File: config.mk
export PLATFORM = sky130hd
export DESIGN_NAME = load_store_unit
export DESIGN_NICKNAME = d
export VERILOG_FILES = /design/src/rtl/load_store_unit.sv
export SDC_FILE = /design/constraint.sdc
export NUM_CORES = 1
export LEC_CHECK = 0
export BUFFER_PORTS_ARGS = -buffer_cell sky130_fd_sc_hd__buf_2
export CAP_MARGIN = 15
export CORE_MARGIN = 2
export CORE_UTILIZATION = 48
export DETAILED_ROUTE_END_ITERATION = 6
export PLACE_DENSITY = 0.73
export SYNTH_ARGS = -nofsm -noshare
export SYNTH_HDL_FRONTEND = slang
export SYNTH_SLANG_ARGS = --single-unit
File: constraint.sdc
create_clock -name clk -period 2.35 [get_ports clk]
set_clock_uncertainty 0.1 [all_clocks]
set_input_delay 0 -clock clk [delete_from_list [all_inputs] [get_ports clk]]
set_output_delay 0 -clock clk [all_outputs]
set_load 0.05 [all_outputs]
File: src/rtl/load_store_unit.sv
// Byte-addressed load/store front end for a word-addressed RAM: alignment, lane select, extension, sub-word RMW.
// One request in flight; fault 1 cycle, load/word store 2, sub-word store 3; req_ready high only in IDLE.
module load_store_unit #(
  parameter int N = 32,
  parameter int M = 256
) (
  input  logic         clk,
  input  logic         rst,
  input  logic         req_valid,
  output logic         req_ready,
  input  logic         req_write,
  input  logic [1:0]   req_size,
  input  logic         req_unsigned,
  input  logic [N-1:0] req_addr,
  input  logic [N-1:0] req_wdata,
  output logic         resp_valid,
  output logic [N-1:0] resp_rdata,
  output logic         resp_misaligned,
  output logic         resp_oob,
  output logic [N-1:0] mem_address,
  output logic [N-1:0] mem_data_input,
  output logic         mem_memread,
  output logic         mem_memwrite,
  input  logic [N-1:0] mem_data
);

  typedef enum logic [2:0] {
    IDLE      = 3'd0,
    LOAD      = 3'd1,
    STORE     = 3'd2,
    RMW_READ  = 3'd3,
    RMW_WRITE = 3'd4,
    RESP      = 3'd5
  } state_t;

  state_t       state_q, state_d;
  logic         write_q, write_d;
  logic [1:0]   size_q, size_d;
  logic         unsigned_q, unsigned_d;
  logic [N-1:0] addr_q, addr_d;
  logic [N-1:0] wdata_q, wdata_d;
  logic [N-1:0] merge_q, merge_d;
  logic [N-1:0] rdata_q, rdata_d;
  logic         mis_q, mis_d;
  logic         oob_q, oob_d;

  logic         mis_in;
  logic         oob_in;
  logic [4:0]   byte_sh;
  logic [7:0]   lane_b;
  logic [15:0]  lane_h;
  logic [N-1:0] load_ext;
  logic [N-1:0] merged;

  // Fault classification is done on the live request so a bad access never reaches memory.
  always_comb begin
    mis_in = (req_size == 2'b11) ||
             (req_size == 2'b01 && req_addr[0]) ||
             (req_size == 2'b10 && req_addr[1:0] != 2'b00);
    oob_in = ({2'b00, req_addr[N-1:2]} >= N'(M));
  end

  always_comb begin
    byte_sh = {addr_q[1:0], 3'b000};
    lane_b  = mem_data[byte_sh +: 8];
    lane_h  = addr_q[1] ? mem_data[N-1:N-16] : mem_data[15:0];
    case (size_q)
      2'b00:   load_ext = unsigned_q ? {{(N-8){1'b0}}, lane_b} : {{(N-8){lane_b[7]}}, lane_b};
      2'b01:   load_ext = unsigned_q ? {{(N-16){1'b0}}, lane_h} : {{(N-16){lane_h[15]}}, lane_h};
      default: load_ext = mem_data;
    endcase
    merged = merge_q;
    if (size_q == 2'b00) begin
      merged[byte_sh +: 8] = wdata_q[7:0];
    end else begin
      merged[{addr_q[1], 4'b0000} +: 16] = wdata_q[15:0];
    end
  end

  always_ff @(posedge clk) begin
    if (rst) begin
      state_q    <= IDLE;
      write_q    <= 1'b0;
      size_q     <= 2'b00;
      unsigned_q <= 1'b0;
      addr_q     <= '0;
      wdata_q    <= '0;
      merge_q    <= '0;
      rdata_q    <= '0;
      mis_q      <= 1'b0;
      oob_q      <= 1'b0;
    end else begin
      state_q    <= state_d;
      write_q    <= write_d;
      size_q     <= size_d;
      unsigned_q <= unsigned_d;
      addr_q     <= addr_d;
      wdata_q    <= wdata_d;
      merge_q    <= merge_d;
      rdata_q    <= rdata_d;
      mis_q      <= mis_d;
      oob_q      <= oob_d;
    end
  end

  always_comb begin
    state_d    = state_q;
    write_d    = write_q;
    size_d     = size_q;
    unsigned_d = unsigned_q;
    addr_d     = addr_q;
    wdata_d    = wdata_q;
    merge_d    = merge_q;
    rdata_d    = rdata_q;
    mis_d      = mis_q;
    oob_d      = oob_q;
    case (state_q)
      IDLE: begin
        if (req_valid && req_ready) begin
          write_d    = req_write;
          size_d     = req_size;
          unsigned_d = req_unsigned;
          addr_d     = req_addr;
          wdata_d    = req_wdata;
          if (mis_in || oob_in) begin
            state_d = RESP;
            rdata_d = '0;
            mis_d   = mis_in;
            oob_d   = oob_in;
          end else if (!req_write) begin
            state_d = LOAD;
          end else if (req_size == 2'b10) begin
            state_d = STORE;
          end else begin
            state_d = RMW_READ;
          end
        end
      end
      LOAD: begin
        rdata_d = load_ext;
        mis_d   = 1'b0;
        oob_d   = 1'b0;
        state_d = RESP;
      end
      STORE, RMW_WRITE: begin
        rdata_d = '0;
        mis_d   = 1'b0;
        oob_d   = 1'b0;
        state_d = RESP;
      end
      RMW_READ: begin
        merge_d = mem_data;
        state_d = RMW_WRITE;
      end
      RESP:    state_d = IDLE;
      default: state_d = IDLE;
    endcase
  end

  // Enables are gated by rst so a write in flight is suppressed in the reset cycle itself.
  always_comb begin
    req_ready      = (state_q == IDLE) && !rst;
    mem_memread    = ((state_q == LOAD) || (state_q == RMW_READ)) && !rst;
    mem_memwrite   = ((state_q == STORE) || (state_q == RMW_WRITE)) && !rst;
    mem_data_input = (state_q == RMW_WRITE) ? merged : wdata_q;
    resp_valid     = (state_q == RESP) && !rst;
  end

  assign mem_address     = {2'b00, addr_q[N-1:2]};
  assign resp_rdata      = rdata_q;
  assign resp_misaligned = mis_q;
  assign resp_oob        = oob_q;

  logic unused_write;
  assign unused_write = write_q;

endmodule

==> results of run 1 <==
-- metrics by stage --
stage	instances	setup slack, ps
after detailed placement	1137	260
after CTS	1305	-6.79
final	1309	11.0
after floorplan	832	136
after global placement	1137	343
after global routing	1309	-47.4
-- synthesized netlist by cell type, types with 2 or more instances --
library cell / number / area, µm²
nand2_1: 226 / 848
o21ai_0: 11 / 55.1
nor2b_1: 8 / 50.1
a22oi_1: 8 / 60.1
o32ai_1: 4 / 35.0
buf_1: 4 / 15.0
clkbuf_1: 30 / 113
nor3_1: 9 / 45.0
inv_1: 29 / 109
a221oi_1: 8 / 70.1
nor4_1: 2 / 12.5
mux2_2: 5 / 56.3
mux2i_1: 7 / 70.1
dfxtp_1: 136 / 2720
nand2b_1: 10 / 62.6
a21oi_1: 106 / 531
ha_1: 5 / 62.6
a222oi_1: 8 / 80.1
a211oi_1: 3 / 22.5
o32ai_2: 22 / 358
a2bb2oi_1: 6 / 52.6
o21ai_1: 26 / 130
o221ai_1: 6 / 52.6
buf_4: 35 / 263
nor4_2: 3 / 37.5
buf_2: 21 / 105
nor2_1: 50 / 188
a31oi_1: 3 / 18.8
a22o_1: 8 / 70.1
o21a_1: 2 / 15.0
and3_1: 2 / 12.5
buf_6: 3 / 33.8
and2_1: 3 / 18.8
a21oi_2: 3 / 26.3
-- report_power, final --
part	switching, µW	internal [µW]
clock	974	1630
sequential	72.4	2390
combinational	833	483
-- cells by family after synthesis --
| kind of cell | Yosys count | synth area share (%) |
|---|---|---|
| buffers and inverters | 123 | 9.73 |
| other | 1 | 0.0569 |
| muxes | 13 | 2.09 |
| AOI/OAI and AO/OA | 230 | 25.0 |
| and+or+nand+nor | 322 | 20.8 |
| adders and majority gates | 5 | 0.949 |
| DFF | 136 | 41.3 |
| xor gates and xnor gates | 1 | 0.133 |
-- routing by layer --
metal | GRT usage (%) | wire, µm | vias to the layer above
li1 | - | - | 3403
met1 | 35.9 | 8840 | 3353
met2 | 52.9 | 11300 | 410
met3 | 9.21 | 2020 | 93
met4 | 15.2 | 1050 | 0
met5 | 0 | 0 | -
-- timing repair --
item | 4_1_cts | 5_1_grt
gates resized for setup | 22 | 53
pin swaps | 1 | 14
hold buffers | 136 | 0
buffers inserted | 0 | 4
endpoints found under the setup margin | 32 | 39
endpoints found under the hold margin | 136 | 0
-- state kept, by name, indices dropped and copies added (netlist names) --
register         flops
state_q              3
unsigned_q           1
size_q               2
resp_rdata          32
resp_oob             1
merge_q             32
addr_q              32
resp_misaligned      1
wdata_q             32
-- worst paths after layout --
kind / slack, ps / start / to / depth (start not counted)
worst max-delay path: 10 / addr_q[1]$_SDFFE_PP0P_ / mem_data_input[10] / 7
worst min-delay path: 270 / req_addr[8] / addr_q[8]$_SDFFE_PP0P_ / 4
worst max register to register: 170 / state_q[0]$_SDFFE_PP0P_ / wdata_q[11]$_SDFFE_PP0P_ / 6
worst min register to register: 350 / addr_q[27]$_SDFFE_PP0P_ / addr_q[27]$_SDFFE_PP0P_ / 2
-- worst reg2reg max path, cell delays in order (launching register included) --
cell	delay, ps
dfxtp_2	390
nor4_4	350
and2_2	260
buf_12	210
nand2_1	120
a21oi_1	140
dlygate4sd3_1	560
-- final cells by class --
type	instances	area (µm²)	area share, %
repair buffers	362	2690	27.6
flip-flops and latches	136	2730	28.0
clock inverters	9	97.6	1.00
multi-input cells	573	3420	35.1
inverters	30	116	1.19
well taps	176	220	2.26
clock buffers	23	478	4.90
-- cells in the final DEF, fill, tap and decap left out, types with 3 or more instances in the layout --
| cell type | netlist | routed |
|---|---|---|
| buf_6 | 3 | 10 |
| nor3_1 | 9 | 9 |
| clkbuf_16 | 0 | 17 |
| a31oi_1 | 3 | 3 |
| buf_4 | 35 | 24 |
| a222oi_1 | 8 | 8 |
| o32ai_2 | 22 | 22 |
| nand2_1 | 226 | 225 |
| a211oi_1 | 3 | 3 |
| clkbuf_1 | 30 | 3 |
| o221ai_1 | 6 | 6 |
| a221oi_2 | 0 | 6 |
| mux2_2 | 5 | 5 |
| mux2i_1 | 7 | 7 |
| o32ai_1 | 4 | 4 |
| nor2_1 | 50 | 48 |
| buf_2 | 21 | 184 |
| buf_12 | 0 | 3 |
| nand2b_1 | 10 | 10 |
| dfxtp_1 | 136 | 132 |
| dfxtp_2 | 0 | 3 |
| clkinv_2 | 0 | 6 |
| nor4_2 | 3 | 3 |
| nor2b_1 | 8 | 8 |
| a22oi_1 | 8 | 8 |
| a21oi_1 | 106 | 105 |
| inv_1 | 29 | 27 |
| dlygate4sd3_1 | 0 | 136 |
| clkbuf_8 | 0 | 3 |
| a22o_1 | 8 | 8 |
| clkbuf_4 | 0 | 3 |
| a2bb2oi_1 | 6 | 6 |
| o21ai_1 | 26 | 25 |
| o21ai_0 | 11 | 11 |
| a21oi_4 | 0 | 4 |
==> impl_results.md, run 1 <==
* IO Port Bufs at 202
* Least-Margin Pin Slew at 558 ps
* Critical path cell sequence: inv_2 > buf_4 > ha_4 > and4b_4 > a22oi_1 > o21ai_1 > buf_4
* Maximum vdd drop at 0.392 mV
* Clock root buffer: clkbuf_16
* Hold WS at 275 ps
* Synthesized instance count at 831
* Crit-path max cell delay at around 400 ps
* Final hold viol count at 0
* Diodes inserted at 0
* Tot Pwr at between 6000 and 7000 µW
* Fin Setup TNS at 0 ps
* Critical-path top delay cell: dfxtp_1
* # rows at 42
* Area grow syn2layout at 47.8%
* WP buf/inv at 3
* Seq cells post-synth at around 140
* Post-Place Cell Area at 0.00750 mm²
* Fin area at slightly below 0.01 mm²
* Tmin final at roughly 2300 ps
* Max Slew Vio Count at 0
* Routed via count at 7259
* Cell family with most CP delay: buffers and inverters
* CTS buffer count at 17
* GPL Wtd Cong at 0.897
* Max transition margin at 62.8%
* First-pass GRT wire length at approximately 36000 µm
* Final Util at ~73%
* Via-per-instance ratio at 5.55
* Layout Nets at 1228
* Clock-pin slew on the worst setup and hold paths at 60 ps
* Initial DRT Pass Iterations at 7
* Ys flop type: dfxtp_1
* Routed len/inst at 17.7 µm
* Crit Path Max Fanout at 8
* Hold WC Path Type: in -> reg
* Syn Area/Cell at 7.94 µm²
* P per Cell Area at 655 mW/mm²
* Drt drc at 55
* Initial antenna violation count at 0
* Pin count of the biggest net entering global routing at 94
* Critical path class: reg -> out
* Seq/Total Area, Yosys at 41.3%
* Worst Path Arrival at about 2200 ps
* Clk_lat worst skew at 420 ps
* Status: finished, violations left
* Ys Warns at 0
* All-layer global routing usage at a little under a third
* Max clock buf depth at 2
* Ys async rst share at 0%
* RSZ-0062 raised after global routing: yes
* Clock tree sinks at 136
* Hpwl dp at 14000 µm
* Final worst-path cycle share at 99.5%
* Ratio of cells with drive above 1 in the final layout at 28.7%
* Number of fill cells at 1026
* Antenna-violating nets left at 0
* Ports at around 200
* CP startpoint kind: flop
* DIE AREA at 0.0147 mm²
* Die height at 121 µm
* Yosys cell types at 53
* Max-cap violations at 0
* Drt total wl at 23200 µm
* Grt ovf at 0
* Core ar. at 0.0133 mm²
* Failing checks: DRC
* CTS tree: built
* Worst Path Required at 2250 ps
* Final setup fails at 0
* Die Wd at approximately 120 µm
* H-tree levels at 4
* Leak at 0.00398 µW
* Initial core utilization at 49.4%
* Worst setup EP type: output port
* CP dominant cell by count: buf_4
* EDFF count, synth at 0
* Cell Area, Synth at 0.00660 mm²
* Fmax at 0.428 GHz
* Vias in the first global route at 7017
* Detailed Route Iter0 Violations at 682
Note: power is estimated with default switching activity, not from simulation.
==> inputs of run 2 (changes only) <==
--- a/config.mk
+++ b/config.mk
@@ -5,12 +5,13 @@
 export SDC_FILE = /design/constraint.sdc
 export NUM_CORES = 1
 export LEC_CHECK = 0
+export ABC_AREA = 1
 export BUFFER_PORTS_ARGS = -buffer_cell sky130_fd_sc_hd__buf_2
 export CAP_MARGIN = 15
 export CORE_MARGIN = 2
 export CORE_UTILIZATION = 48
 export DETAILED_ROUTE_END_ITERATION = 6
-export PLACE_DENSITY = 0.73
+export PLACE_DENSITY = 0.72
 export SYNTH_ARGS = -nofsm -noshare
 export SYNTH_HDL_FRONTEND = slang
 export SYNTH_SLANG_ARGS = --single-unit
==> run 2 against run 1 <==
Effect of this change: the run now ends clean; register-to-register slack about the same; first-iteration DRC count decreased by 5.9%; wire length increased by 3.8%; non-clock buffer count decreased by 13; area after synthesis increased by 5.2%; clock power increased by 10%; cell area increased by 1.4%; global-route usage decreased by 0.67 points; critical endpoint is now mem_data_input[5].
==> impl_results.md, run 2 <==
* Clock root buffer: clkbuf_16
* Count leader, synth: nand2_1
* Most frequent cells in the layout: 176 x buf_2, 171 x nand2_1, 133 x dfxtp_1
* Clock tree sinks at 136 (unchanged)
* Crit-path max cell delay at 390 ps (about the same)
* Crit Path Max Fanout at 8 (unchanged)
* Pin count of the biggest net entering global routing at 74 (-21%)
* Endpoint, Worst Hold: addr_q[9]$_SDFFE_PP0P_
* Core ar. at 0.0140 mm² (+4.8%)
* CTS buffer count at 17 (unchanged)
* Reg2reg end: addr_q[23]$_SDFFE_PP0P_
* Top cells by area, synth: dfxtp_1 39%, nand2_1 9.4%, a21oi_1 9.0%
* Clk_lat worst skew at 420 ps (about the same)
* Clock-pin slew on the worst setup and hold paths at 60 ps (about the same)
* Critical path class: reg -> out
* CP dominant cell by count: nand2_1
* Ys async rst share at 0% (unchanged)
* CP startpoint kind: flop
* DIE AREA at 0.0154 mm² (+5.0%)
* Max Slew Vio Count at 0 (unchanged)
* RSZ-0062 raised after global routing: yes
* Drt drc at 0 (-100%)
* Ratio of cells with drive above 1 in the final layout at 25.9% (-2.8 points)
* Worst setup EP type: output port
* Maximum vdd drop at 0.640 mV (+63%)
* Initial DRT Pass Iterations at 5 (-2)
* Worst R2R Path Depth at 7 (+1)
* Max-cap violations at 0 (unchanged)
* Max transition margin at 57.9% (-4.9 points)
* Most frequent cells after synthesis: 174 x nand2_1, 136 x dfxtp_1, 125 x a21oi_1, 106 x o21ai_0, 84 x inv_1
* Leak at 0.00417 µW (+4.9%)
* Initial core utilization at 49.6% (+0.20 points)
* Fin Setup TNS at 0 ps (unchanged)
* Cell taking the most area after synthesis: dfxtp_1
* Initial antenna violation count at 0 (unchanged)
* Most common cell after layout, fill and taps aside: buf_2
* H-tree levels at 4 (unchanged)
* Drt total wl at 24100 µm (+3.8%)
* First-pass GRT wire length at 38400 µm (+7.7%)
* CTS tree: built
* Final worst-path cycle share at 97.6% (-1.9 points)
* Vias in the first global route at 7625 (+8.7%)
* Fmax at 0.436 GHz (+2.0%)
* Worst Path Arrival at 2190 ps (-50 ps)
* Worst Path Required at 2250 ps (about the same)
* # rows at 43 (+2.4%)
* Critical path cell sequence: nor2_1 > nand2_1 > inv_2 > nand2_1 > a41oi_2 > o21ai_0 > buf_4
* Hold WS at 26.4 ps (-248 ps)
* Cell Area, Synth at 0.00694 mm² (+5.2%)
* Flop-to-flop setup slack at 160 ps (about the same)
* IO Port Bufs at 202 (unchanged)
* Routed via count at 7825 (+7.8%)
* Hold Path Depth at 3 (-1)
* Status: complete, no violations
* WP buf/inv at 2 (-1)
* Die Wd at 124 µm (+2.5%)
* Seq/Total Area, Yosys at 39.2% (-2.0 points)
* Number of fill cells at 1166 (+14%)
* Ports at 205 (unchanged)
* Detailed Route Iter0 Violations at 642 (-5.9%)
* Antenna-violating nets left at 0 (unchanged)
* Grt ovf at 0 (unchanged)
* Worst reg2reg path startpoint: state_q[0]$_SDFFE_PP0P_
* Max clock buf depth at 2 (unchanged)
* All-layer global routing usage at 30.5% (-0.67 points)
* Ys Warns at 0 (unchanged)
* Tmin final at 2290 ps (-44.9 ps)
* Seq cells post-synth at 136 (unchanged)
* Yosys cell types at 37 (-30%)
* Area grow syn2layout at 42.4%
* P per Cell Area at 957 mW/mm² (+46%)
* Share of the synthesized area in the top cell type at 39.2% (-2.0 points)
* Diodes inserted at 0 (unchanged)
* Via-per-instance ratio at 5.45 (-1.8%)
* GPL Wtd Cong at 0.898 (+0.12%)
* Ys flop type: dfxtp_1
* Syn Area/Cell at 7.13 µm² (-10%)
* Final Util at 70.7% (-2.4 points)
* Synthesized instance count at 973 (+17%)
* Hold_sp: rst
* Routed len/inst at 16.7 µm (-5.5%)
* Cell family with most CP delay: compound AO/OA/AOI/OAI gates
* Final hold viol count at 0 (unchanged)
* Critical-path top delay cell: a41oi_2
* Hold WC Path Type: in -> reg
* Die height at 124 µm (+2.5%)
* EDFF count, synth at 0 (unchanged)
* Hpwl dp at 15700 µm (+12%)
* Least-Margin Pin Slew at 632 ps (+73.4 ps)
* Layout Nets at 1352 (+10%)
* Final setup fails at 0 (unchanged)
## run 2: changes by cell type after synthesis, sizes merged, moves of 26 or more
cell,before,now
nand3,0,79
o21ai,38,111
nand2,227,179
o32ai,26,0
a21oi,109,135
inv,30,93
## run 2: logic make-up (layout without fill, tap and decap cells)
logic type,after synthesis,after routing,share of synthesized area [%]
AND/OR/NAND/NOR,319,319,20.8
adder cells (fa/ha/maj),5,5,0.902
buffers and inverters,193,476,13.3
AO/OA/AOI/OAI,319,319,25.7
flip-flops,136,136,39.2
other,1,2,0.0540
## run 2: layer usage
metal | track usage [%] | routed length, µm | share of wire, %
met1 | 37.7 | 9850 | 41
met2 | 52.1 | 11800 | 49
met3 | 6.58 | 1630 | 6.8
met4 | 11.6 | 775 | 3.2
met5 | 0 | 0 | 0
## run 2: cell type report
class                      count  area (µm²)  area share, %
clock inverter                10         169           1.71
tap                          180         225           2.28
multi-input combinational    645        3420           34.6
inverter                      95         364           3.68
sequential                   136        2730           27.6
clock buffer                  22         464           4.70
timing repair buffer         349        2510           25.4
## run 2: worst min-delay path, delay by kind of cell
kind	cells	cell delay (ps)
buf+inv	2	350
compound gates	1	150
## run 2: how the worst max path moves through the flow
| stage | from | depth (start not counted) | to |
|---|---|---|---|
| floorplan | addr_q[0]$_SDFFE_PP0P_ | 5 | mem_data_input[0] |
| global placement | addr_q[0]$_SDFFE_PP0P_ | 8 | mem_data_input[31] |
| detailed placement | addr_q[0]$_SDFFE_PP0P_ | 9 | mem_data_input[21] |
| CTS | size_q[1]$_SDFFE_PP0P_ | 8 | mem_data_input[14] |
| global route | state_q[0]$_SDFFE_PP0P_ | 7 | mem_data_input[1] |
| finish | state_q[0]$_SDFFE_PP0P_ | 7 | mem_data_input[5] |
## run 2: timing repair
item / CTS / global route
pin swaps: 0 / 8
hold endpoints to repair: 134 / 0
buffers inserted: 0 / 3
setup endpoints to repair: 31 / 34
gates resized for setup: 27 / 54
hold buffers: 123 / 0
gates cloned: 0 / 0
## run 2: power by group
part / leakage [µW] / internal [µW] / switching (µW)
combinational: 0.00277 / 1090 / 2750
sequential: 0.00111 / 2570 / 170
clock: 0.000297 / 1840 / 1030
total: 0.00417 / 5500 / 3950
## run 2: metrics by stage
step	total power, µW	std cells	cell area, µm²	setup WS, ps
final	9460	1437	9880	55.9
after global routing	9860	1437	9880	-42.3
after CTS	9290	1434	9710	3.05
after detailed placement	6200	1279	7790	289
after global placement	6190	1279	7790	310
after floorplan	5490	974	6950	-132
==> inputs of run 3 (changes only) <==
--- a/config.mk
+++ b/config.mk
@@ -8,7 +8,7 @@
 export ABC_AREA = 1
 export BUFFER_PORTS_ARGS = -buffer_cell sky130_fd_sc_hd__buf_2
 export CAP_MARGIN = 15
-export CORE_MARGIN = 2
+export CORE_MARGIN = 4
 export CORE_UTILIZATION = 48
 export DETAILED_ROUTE_END_ITERATION = 6
 export PLACE_DENSITY = 0.72
==> run 3 against run 2 <==
Effect of this change: clock power increased by 11%; setup slack got worse by 4.2 ps; wire length decreased by 0.54%; first-iteration DRC count increased by 37%; final cell count decreased by 0.97%; via count decreased by 1.2%; combinational power decreased by 2%; critical path type unchanged.
==> impl_results.md, run 3 (synthesized netlist as in run 2, its figures left out) <==
* DIE AREA at 0.0164 mm² (+6.5%)
* Final hold viol count at 0 (unchanged)
* Drt total wl at 23900 µm (-0.54%)
* Detailed Route Iter0 Violations at 879 (+37%)
* Antenna-violating nets left at 0 (unchanged)
* Worst reg2reg path startpoint: state_q[0]$_SDFFE_PP0P_
* CTS buffer count at 17 (unchanged)
* Worst Path Required at 2250 ps (about the same)
* Initial DRT Pass Iterations at 5 (unchanged)
* Worst R2R Path Depth at 8 (+1)
* Max-cap violations at 0 (unchanged)
* Register area at 0.00273 mm² (-0.14%)
* All-layer global routing usage at 28.9% (-1.7 points)
* First-pass GRT wire length at 37900 µm (-1.3%)
* Hold_sp: rst
* Die height at 128 µm (+3.2%)
* Clk_lat worst skew at 420 ps (about the same)
* CTS tree: built
* Max Slew Vio Count at 0 (unchanged)
* Clock root buffer: clkbuf_16
* Ports at 205 (unchanged)
* Number of fill cells at 1177 (+0.94%)
* Status: complete, no violations
* CP startpoint kind: flop
* GPL Wtd Cong at 0.899 (about the same)
* Crit Path Max Fanout at 16 (+8)
* Worst setup margin at 51.7 ps (-4.25 ps)
* Grt ovf at 0 (unchanged)
* Least-Margin Pin Slew at 584 ps (-47.8 ps)
* Hpwl dp at 16000 µm (+2.0%)
* Leak at 0.00413 µW (-1.0%)
* Fmax at 0.435 GHz (-0.18%)
* Routed via count at 7732 (-1.2%)
* Ratio of cells with drive above 1 in the final layout at 25.2% (-0.63 points)
* Initial antenna violation count at 0 (unchanged)
* Crit. Startpoint: size_q[1]$_SDFFE_PP0P_
* RSZ-0062 raised after global routing: yes
* Vias in the first global route at 7402 (-2.9%)
* Drt drc at 0 (unchanged)
* Core ar. at 0.0140 mm² (+0.38%)
* Routed len/inst at 16.8 µm (+0.43%)
* Maximum vdd drop at 0.617 mV (-3.6%)
* Area grow syn2layout at 40.9%
* Die Wd at 128 µm (+3.2%)
* Hold WC Path Type: in -> reg
* Clock-pin slew on the worst setup and hold paths at 60 ps (about the same)
* Final worst-path cycle share at 97.8% (+0.18 points)
* IO Port Bufs at 202 (unchanged)
* Most frequent cells in the layout: 183 x buf_2, 171 x nand2_1, 134 x dfxtp_1
* Layout Nets at 1337 (-1.1%)
* Pin count of the biggest net entering global routing at 65 (-12%)
* Max transition margin at 61.1% (+3.2 points)
* Tot Pwr at 9690 µW (+2.5%)
* Final setup fails at 0 (unchanged)
* Via-per-instance ratio at 5.43 (-0.22%)
* Initial core utilization at 49.4% (-0.19 points)
* Post-place setup slack at 316 ps (+27.2 ps)
* Critical path class: reg -> out
* Worst Path Arrival at 2200 ps (about the same)
* # rows at 43 (unchanged)
* Max clock buf depth at 2 (unchanged)
* Multi-input gate area at 0.00339 mm² (-0.77%)
* Fin Setup TNS at 0 ps (unchanged)
* Hold Path Depth at 3 (unchanged)
* Tmin final at 2300 ps (+4.25 ps)
* Most common cell after layout, fill and taps aside: buf_2
* H-tree levels at 4 (unchanged)
* P per Cell Area at 991 mW/mm² (+3.6%)
* Clock tree sinks at 136 (unchanged)
* Worst setup EP type: output port
[run 3: changes by cell type in the layout (fill, tap and decap cells not counted), sizes merged]
| cell | previous run | this run |
|---|---|---|
| clkinv | 6 | 5 |
| clkinvlp | 4 | 1 |
| clkbuf | 25 | 22 |
| bufinv | 4 | 7 |
| buf | 223 | 218 |
| diode | 0 | 2 |
| inv | 91 | 94 |
| dlygate4sd3 | 123 | 113 |
[run 3: power by group]
part           internal, µW  switching (µW)
sequential             2570             166
clock                  2150            1030
combinational          1050            2730
total                  5760            3930
[run 3: metal layers]
metal | global-route usage (%) | wire, µm | vias to the layer above | part of all wire [%]
li1 | - | - | 3761 | -
met3 | 7.21 | 1900 | 60 | 7.9
met1 | 37.1 | 9790 | 3538 | 41
met2 | 46.9 | 11500 | 373 | 48
met5 | 0 | 0 | - | 0
met4 | 10.7 | 715 | 0 | 3.0
[run 3: worst paths after layout]
check / endpoint / slack [ps]
worst max-delay path: mem_data_input[6] / 50
worst max register to register: addr_q[2]$_SDFFE_PP0P_ / 140
worst min-delay path: addr_q[14]$_SDFFE_PP0P_ / 150
worst min register to register: wdata_q[19]$_SDFFE_PP0P_ / 350
[run 3: stage by stage]
stage               hold slack, ps  util (%)  instance area [µm²]  instances
floorplan                     43.1         -                 6950        974
global placement               177      55.5                 7800       1277
detailed placement             178      55.5                 7800       1277
CTS                           8.94      68.8                 9670       1420
global route                   161      69.6                 9770       1421
finish                         153      69.6                 9780       1423
[run 3: final cells by class]
class / count / area share, %
Inverter: 95 / 3.72
Sequential cell: 136 / 27.9
Multi-Input combinational cell: 645 / 34.7
Clock inverter: 12 / 2.51
Timing Repair Buffer: 334 / 24.2
Clock buffer: 19 / 4.63
Tap cell: 180 / 2.30
Antenna cell: 2 / 0.0512
[run 3: timing repair]
action,CTS,global route
endpoints found under the hold margin,130,7
endpoints found under the setup margin,29,35
hold buffers,112,1
gates resized for setup,23,28
buffers inserted,0,0
[run 3: worst max-delay path, stage by stage, from the launching register on]
cell and delay, ps:
dfxtp_1 350, inv_4 190, nand2_4 120, nand2_1 160
nand2_1 170, inv_4 200, nand3_1 100, o21ai_1 160
buf_2 320
